### src/rtl/rename_map.sv
// Register alias table for the rename stage: maps architectural to physical
// registers, allocates destinations from the free list and keeps branch checkpoints.
module rename_map #(
  parameter int AWIDTH = 5,
  parameter int PWIDTH = 6,
  parameter int CKNUM  = 4,
  localparam int CKW   = (CKNUM > 1) ? $clog2(CKNUM) : 1
) (
  input  logic              i_clk,
  input  logic              i_rst_n,
  input  logic              i_valid,
  output logic              o_ready,
  input  logic [AWIDTH-1:0] i_rs1,
  input  logic [AWIDTH-1:0] i_rs2,
  input  logic [AWIDTH-1:0] i_rd,
  input  logic              i_rd_we,
  input  logic              i_chk_save,
  input  logic [PWIDTH-1:0] i_fl_data,
  input  logic              i_fl_empty,
  output logic              o_fl_re,
  output logic              o_valid,
  input  logic              i_ready,
  output logic [PWIDTH-1:0] o_prs1,
  output logic [PWIDTH-1:0] o_prs2,
  output logic [PWIDTH-1:0] o_prd,
  output logic [PWIDTH-1:0] o_pold,
  output logic              o_alloc,
  output logic [CKW-1:0]    o_chk_id,
  output logic              o_chk,
  input  logic              i_release,
  input  logic              i_restore,
  input  logic [CKW-1:0]    i_restore_id
);

  localparam int NREGS = 1 << AWIDTH;
  localparam logic [CKW:0] CK_FULL = (CKW+1)'(CKNUM);

  logic [PWIDTH-1:0] map_q  [NREGS];
  logic [PWIDTH-1:0] map_nx [NREGS];
  logic [PWIDTH-1:0] ckpt_q [CKNUM][NREGS];

  logic [CKW-1:0] head_q;
  logic [CKW-1:0] tail_q;
  logic [CKW:0]   count_q;

  logic           alloc;
  logic           ck_full;
  logic           fire;
  logic           save;
  logic           release_ok;
  logic [CKW-1:0] restore_dist;
  logic [CKW:0]   save_w;
  logic [CKW:0]   rel_w;

  // Entry 0 is hardwired to physical 0, so x0 never allocates.
  assign alloc        = i_rd_we && (i_rd != '0);
  assign ck_full      = (count_q == CK_FULL);
  assign o_ready      = (!o_valid || i_ready) && !i_restore &&
                        !(alloc && i_fl_empty) && !(i_chk_save && ck_full);
  assign fire         = i_valid && o_ready;
  assign o_fl_re      = fire && alloc;
  assign save         = fire && i_chk_save;
  assign release_ok   = i_release && (count_q != '0);
  assign restore_dist = i_restore_id - head_q;
  assign save_w       = {{CKW{1'b0}}, save};
  assign rel_w        = {{CKW{1'b0}}, release_ok};

  // The checkpoint must capture the map including this instruction's own rd update.
  always_comb begin
    map_nx = map_q;
    if (fire && alloc) begin
      map_nx[i_rd] = i_fl_data;
    end
  end

  always_ff @(posedge i_clk or negedge i_rst_n) begin
    if (!i_rst_n) begin
      for (int i = 0; i < NREGS; i++) begin
        map_q[i] <= PWIDTH'(i);
      end
    end else begin
      for (int i = 0; i < NREGS; i++) begin
        map_q[i] <= i_restore ? ckpt_q[i_restore_id][i] : map_nx[i];
      end
    end
  end

  always_ff @(posedge i_clk or negedge i_rst_n) begin
    if (!i_rst_n) begin
      for (int c = 0; c < CKNUM; c++) begin
        for (int i = 0; i < NREGS; i++) begin
          ckpt_q[c][i] <= '0;
        end
      end
    end else if (save) begin
      for (int i = 0; i < NREGS; i++) begin
        ckpt_q[tail_q][i] <= map_nx[i];
      end
    end
  end

  // On restore the restored slot stays live; count is its distance from head plus one.
  always_ff @(posedge i_clk or negedge i_rst_n) begin
    if (!i_rst_n) begin
      head_q  <= '0;
      tail_q  <= '0;
      count_q <= '0;
    end else begin
      if (release_ok) begin
        head_q <= head_q + CKW'(1);
      end
      if (i_restore) begin
        tail_q  <= i_restore_id + CKW'(1);
        count_q <= {1'b0, restore_dist} + (CKW+1)'(1) - rel_w;
      end else begin
        if (save) begin
          tail_q <= tail_q + CKW'(1);
        end
        count_q <= count_q + save_w - rel_w;
      end
    end
  end

  always_ff @(posedge i_clk or negedge i_rst_n) begin
    if (!i_rst_n) begin
      o_valid  <= 1'b0;
      o_prs1   <= '0;
      o_prs2   <= '0;
      o_prd    <= '0;
      o_pold   <= '0;
      o_alloc  <= 1'b0;
      o_chk    <= 1'b0;
      o_chk_id <= '0;
    end else if (i_restore) begin
      o_valid <= 1'b0;
    end else if (fire) begin
      o_valid  <= 1'b1;
      o_prs1   <= map_q[i_rs1];
      o_prs2   <= map_q[i_rs2];
      o_prd    <= alloc ? i_fl_data : '0;
      o_pold   <= alloc ? map_q[i_rd] : '0;
      o_alloc  <= alloc;
      o_chk    <= i_chk_save;
      o_chk_id <= i_chk_save ? tail_q : '0;
    end else if (i_ready) begin
      o_valid <= 1'b0;
    end
  end

endmodule
### config.mk
export PLATFORM = sky130hd
export DESIGN_NAME = rename_map
export DESIGN_NICKNAME = d
export VERILOG_FILES = /design/src/rtl/rename_map.sv
export SDC_FILE = /design/constraint.sdc
export NUM_CORES = 2
export LEC_CHECK = 0
export BUFFER_PORTS_ARGS = -buffer_cell sky130_fd_sc_hd__buf_2
export CAP_MARGIN = 20
export CORE_ASPECT_RATIO = 1.1
export CORE_MARGIN = 2
export CORE_UTILIZATION = 40
export CTS_CLUSTER_SIZE = 25
export DETAILED_ROUTE_END_ITERATION = 6
export PLACE_DENSITY = 0.58
export SLEW_MARGIN = 15
export SYNTH_ARGS = -nofsm -noshare
export SYNTH_HDL_FRONTEND = slang
export SYNTH_SLANG_ARGS = --single-unit
export TNS_END_PERCENT = 1
### constraint.sdc
create_clock -name i_clk -period 4 [get_ports i_clk]
set_clock_uncertainty 0.15 [all_clocks]
set_input_delay 0.2 -clock i_clk [delete_from_list [all_inputs] [get_ports i_clk]]
set_output_delay 0.2 -clock i_clk [all_outputs]
set_load 0.1 [all_outputs]
# Word-level counts from Yosys, hierarchy flattened
# Cells that the tools add are included.
[totals] regBits=996 inputBits=32 output_inout_bits=31 elab_cells=368
[op_classes] add_sub_neg=8 n_lt_le_gt_ge=7 n_eq_ne=1 muxes=153 bitwise=6 n_reduce_logical=22
[ops] operator="768-bit bitwise mux" n=32
[ops] operator="192-bit demux with 2-bit select" n=32
[ops] operator="192-bit 2-to-1 mux" n=4
[ops] operator="192-bit binary-select mux with 2-bit select" n=1
[ops] operator="6-bit 2-to-1 mux" n=42
[ops] operator="192-bit bitwise mux" n=1
[ops] operator="186-bit 2-to-1 mux" n=1
[ops] operator="180-bit 2-to-1 mux" n=1
[ops] operator="174-bit 2-to-1 mux" n=1
[ops] operator="168-bit 2-to-1 mux" n=1
[ops] operator="162-bit 2-to-1 mux" n=1
[ops] operator="156-bit 2-to-1 mux" n=1
[ops] operator="150-bit 2-to-1 mux" n=1
[ops] operator="144-bit 2-to-1 mux" n=1
[ops] operator="138-bit 2-to-1 mux" n=1
[ops] operator="132-bit 2-to-1 mux" n=1
[ops] operator="126-bit 2-to-1 mux" n=1
[ops] operator="120-bit 2-to-1 mux" n=1
[ops] operator="114-bit 2-to-1 mux" n=1
[ops] operator="108-bit 2-to-1 mux" n=1
[ops] operator="102-bit 2-to-1 mux" n=1
[ops] operator="96-bit 2-to-1 mux" n=1
[ops] operator="6-bit binary-select mux with 5-bit select" n=3
[ops] operator="90-bit 2-to-1 mux" n=1
[ops] operator="37 further kinds" n=65

# Depth between registers and ports, before layout
[depth] depth_word=41 mapped_depth=11 ltp_nobuf=10

# Least setup slack after synthesis
# OpenSTA, ideal clock, no wires.
[synth_timing] path_type="reg2out" startpoint="register o_valid" endpoint="output o_ready" arrival_ns=2.966 path_slack_ns=0.684 stages_incl_launch_ff=4 n_path_buf=0 cell_sequence="dfrtp_1 -> nor2b_1 -> or3_1 -> a21oi_1"
[synth_via] elab_chain_cells=5
[synth_rtl] item="from (decl)" line_no="21" source="output logic o_valid,"
[synth_rtl] item="from (signal assigned)" line_no="126" source="o_valid <= 1'b0;"
[synth_rtl] item="from (signal assigned)" line_no="135" source="o_valid <= 1'b0;"
[synth_rtl] item="from (signal assigned)" line_no="137" source="o_valid <= 1'b1;"
[synth_rtl] item="1-bit zero test" line_no="58" source="assign o_ready = (!o_valid || i_ready) && !i_restore &&"
[synth_rtl] item="1-bit logical OR" line_no="58"
[synth_rtl] item="1-bit logical AND (2 in a row)" line_no="58"
[synth_rtl] item="1-bit logical AND" line_no="59" source="!(alloc && i_fl_empty) && !(i_chk_save && ck_full);"
[synth_rtl] item="to (decl)" line_no="12" source="output logic o_ready,"
# Every way passes these cells.

# Final worst setup path
[layout_timing] startpoint="register count_q[2]" endpoint="output o_fl_re"
[layout_via] elab_chain_cells=6
[layout_rtl] item="from (decl)" line_no="44" source="logic [CKW:0] count_q;"
[layout_rtl] item="from (signal assigned)" line_no="114" source="count_q <= {1'b0, restore_dist} + (CKW+1)'(1) - rel_w;"
[layout_rtl] item="from (signal assigned)" line_no="119" source="count_q <= count_q + save_w - rel_w;"
[layout_rtl] item="3-bit == test" line_no="57" source="assign ck_full = (count_q == CK_FULL);"
[layout_rtl] item="1-bit logical AND" line_no="59"
[layout_rtl] item="1-bit zero test" line_no="59"
[layout_rtl] item="1-bit logical AND" line_no="59"
[layout_rtl] item="1-bit logical AND" line_no="60" source="assign fire = i_valid && o_ready;"
[layout_rtl] item="1-bit logical AND" line_no="61" source="assign o_fl_re = fire && alloc;"
[layout_rtl] item="to (decl)" line_no="20" source="output logic o_fl_re,"
# Every way passes these cells.

==> flow_summary.toml <==
[synthesis]
syn_area_per_cell_sq_um = 12.0
postSynth.asyncResetShare = 1.00
synthTopCellsByCount = "dfrtp_1 (916), nor2_1 (681), a21oi_1 (676)"
synth.net_count = 3904
seq_area_frac_synth = 0.538
ys_warn_count = 0
ys_top_cells_by_area = "dfrtp_1 (49%), mux4_2 (16%), a21oi_1 (7.3%)"
synthesis.area_sq_um = 46500
syn-instance-count = 3866
synth_seq_cells = 996
ys_types = 46
synth.most_common_cell = "dfrtp_1"
yosys.area.top_type_share = 0.493
synth_edf_count = 0
synth_flop_cell = "dfrtp_1"
yosysTopAreaCell = "dfrtp_1"

[power]
switching_share = 0.320
intPower_mw = 24.5
p_per_area_nw_per_um2 = 685
ir_worst_vdd_v = 0.000411
pwr-share-comb = 0.261
p_clk_frac = 0.279
cellLeakagePower_nw = 23.0
p_seq_frac = 0.460
switching_power_mw = 11.5

[place]
globalplace.congestion = 0.934
placed_area_sq_um = 48900
dp_hpwl_microns = 86300
io_buffers = 62

[routing]
drtAntennaViolNets = 0
drc = 0
vias = 31300
wl_microns = 133000
wl_per_cell_microns = 24.2
drt_iter0_drc = 2529
firstDrtPassIters = 7
viasPerCell = 5.73

[hold_path]
hold_path.class = "in -> async"

[setup_path]
end_kind = "output port"
crit_path_max_fanout = 8
cp.arrival_ps = 3050
cp-start-kind = "flop"
regToRegSetupSlack_ps = 860
worstPathRequired_ps = 3650
path_class = "reg -> out"

[cts]
cts_htree_levels = 3
clkTransAtPathRegs_ps = 60
clk_path_buf_depth = 3
root_buffer = "clkbuf_16"
cts_resized = 0
cts_buffers = 102
cts.sinks = 996
worstSkewPairLatency_ps = 710
cts_tree = "yes"

[grt]
overflow = 0
antenna_found_initial = 8
grt_pass1_wl_microns = 205000
grt_pass1_vias = 31800
grt_max_degree = 127
grt_use_total = 0.227

[die]
coreArea_sq_um = 116000
die-height_microns = 362
die_area_sq_um = 119000
ioPinCount = 63
start_util = 0.402
die-width_microns = 329
num_rows = 131

[final_layout]
final_layout_size_suffix_gt1_frac = 0.244
syn_to_final_growth_pct = 13.1
seqCellArea_sq_um = 25000
fin_area_sq_um = 52600
nFillCells = 10600
multiInputGateArea_sq_um = 20200
nNetsFinal = 3894
fin_util = 0.455

[sta]
finalSetupViolCount = 0
worst_slew_pin_slew_ps = 1210
fin_crit_ps = 3400
setup_tns_ps = 0
final_hold_viol_count = 0
rsz0062_at_grt = "no"
max_freq_ghz = 0.294
post-route-period-util = 0.849
maxSlewHeadroom = 0.195
slew_viol_final = 0

[flow_run]
cap_viol_max_count = 0

[status]
status = "completed"
[cell type report]
| type | count | area share |
|---|---|---|
| multi-input combinational | 2544 | 0.384 |
| clock inverter | 26 | 0.00773 |
| timing repair buffer | 202 | 0.0366 |
| clock buffer | 165 | 0.0590 |
| antenna | 1 | 0.0000476 |
| tap | 1529 | 0.0364 |
| inverter | 10 | 0.000856 |
| sequential | 996 | 0.476 |
[per-stage QoR]
step           hold WS (ps)  std cells  worst slack, ps  total power [mW]
2_1_floorplan          -246       3866              684              23.1
3_3_place_gp            169       5264              653              25.7
3_5_place_dp            167       5264              671              26.1
4_1_cts               0.271       5471              613              36.2
5_1_grt                67.5       5472              537              38.2
6_report               33.3       5473              602              36.0
[cells in the final DEF (no fill, tap or decap), drive strengths merged, types with 12 or more instances in the layout]
master | netlist | layout
mux4 | 336 | 336
a22oi | 35 | 35
clkbuf | 166 | 165
a21oi | 676 | 676
mux2 | 195 | 195
o22ai | 24 | 24
buf | 150 | 186
a22o | 17 | 17
inv | 10 | 12
nand3 | 34 | 34
dfrtp | 916 | 916
nor3 | 18 | 18
dlygate4sd3 | 0 | 16
nand2 | 158 | 158
o21ai | 127 | 127
mux2i | 184 | 184
dfstp | 80 | 80
nor2 | 681 | 681
[layer usage]
metal	wire length [microns]	vias to the layer above	global-route usage
li1	-	13900	-
met1	56800	16100	0.313
met2	61300	998	0.351
met3	9220	296	0.0494
met4	5080	12	0.0895
met5	71	-	0
[state kept, by name (all words and copies together), names as in the netlist]
register and flops:
o_alloc 1, o_prs2 6, o_chk_id 2, map_q 192
o_valid 1, count_q 3, head_q 2, ckpt_q 768
o_chk 1, o_pold 6, o_prs1 6, tail_q 2
o_prd 6
[worst max-delay path, stage by stage, from the launching register on]
cell	delay, ps
dfrtp_1	400
nor4bb_2	200
buf_4	170
a2111oi_4	270
buf_4	260
and3_1	520
buf_2	530
[cells by family (layout without fill, tap and decap cells)]
group,count (synthesis),count (layout),share of synthesized area
other,0,1,0
buffers and inverters,326,403,0.0289
XOR/XNOR,8,8,0.00151
multiplexers,715,715,0.249
AND/OR/NAND/NOR,924,924,0.0785
flip-flops,996,996,0.538
adder cells (fa/ha/maj),6,6,0.00178
AO/OA/AOI/OAI,891,891,0.102
[path summary, 6_finish.rpt]
path,start,to,cells past startpoint
worst max-delay path,count_q[2]$_DFF_PN0_,o_fl_re,6
worst min-delay path,i_rst_n,ckpt_q[559]$_DFFE_PN0P_,2
worst max register to register,count_q[2]$_DFF_PN0_,count_q[2]$_DFF_PN0_,12
worst min register to register,ckpt_q[763]$_DFFE_PN0P_,ckpt_q[763]$_DFFE_PN0P_,2
max in group asynchronous,i_rst_n,map_q[117]$_DFF_PN1_,3
min in group i_clk,i_fl_empty,ckpt_q[417]$_DFFE_PN0P_,4
[power groups by stage]
stage / Clock [mW] / Sequential, mW / Combinational (mW)
floorplan: 0 / 16.3 / 6.80
global placement: 0 / 16.6 / 9.14
detailed placement: 0 / 16.7 / 9.35
CTS: 10.2 / 16.6 / 9.41
global route: 10.6 / 17.1 / 10.5
finish: 10.0 / 16.6 / 9.39
[what timing repair did]
action / in CTS / in global routing
endpoints found under the hold margin: 151 / 0
buffers inserted: 0 / 0
hold buffers: 16 / 0
No activity file was read; power rests on OpenSTA's default activity.
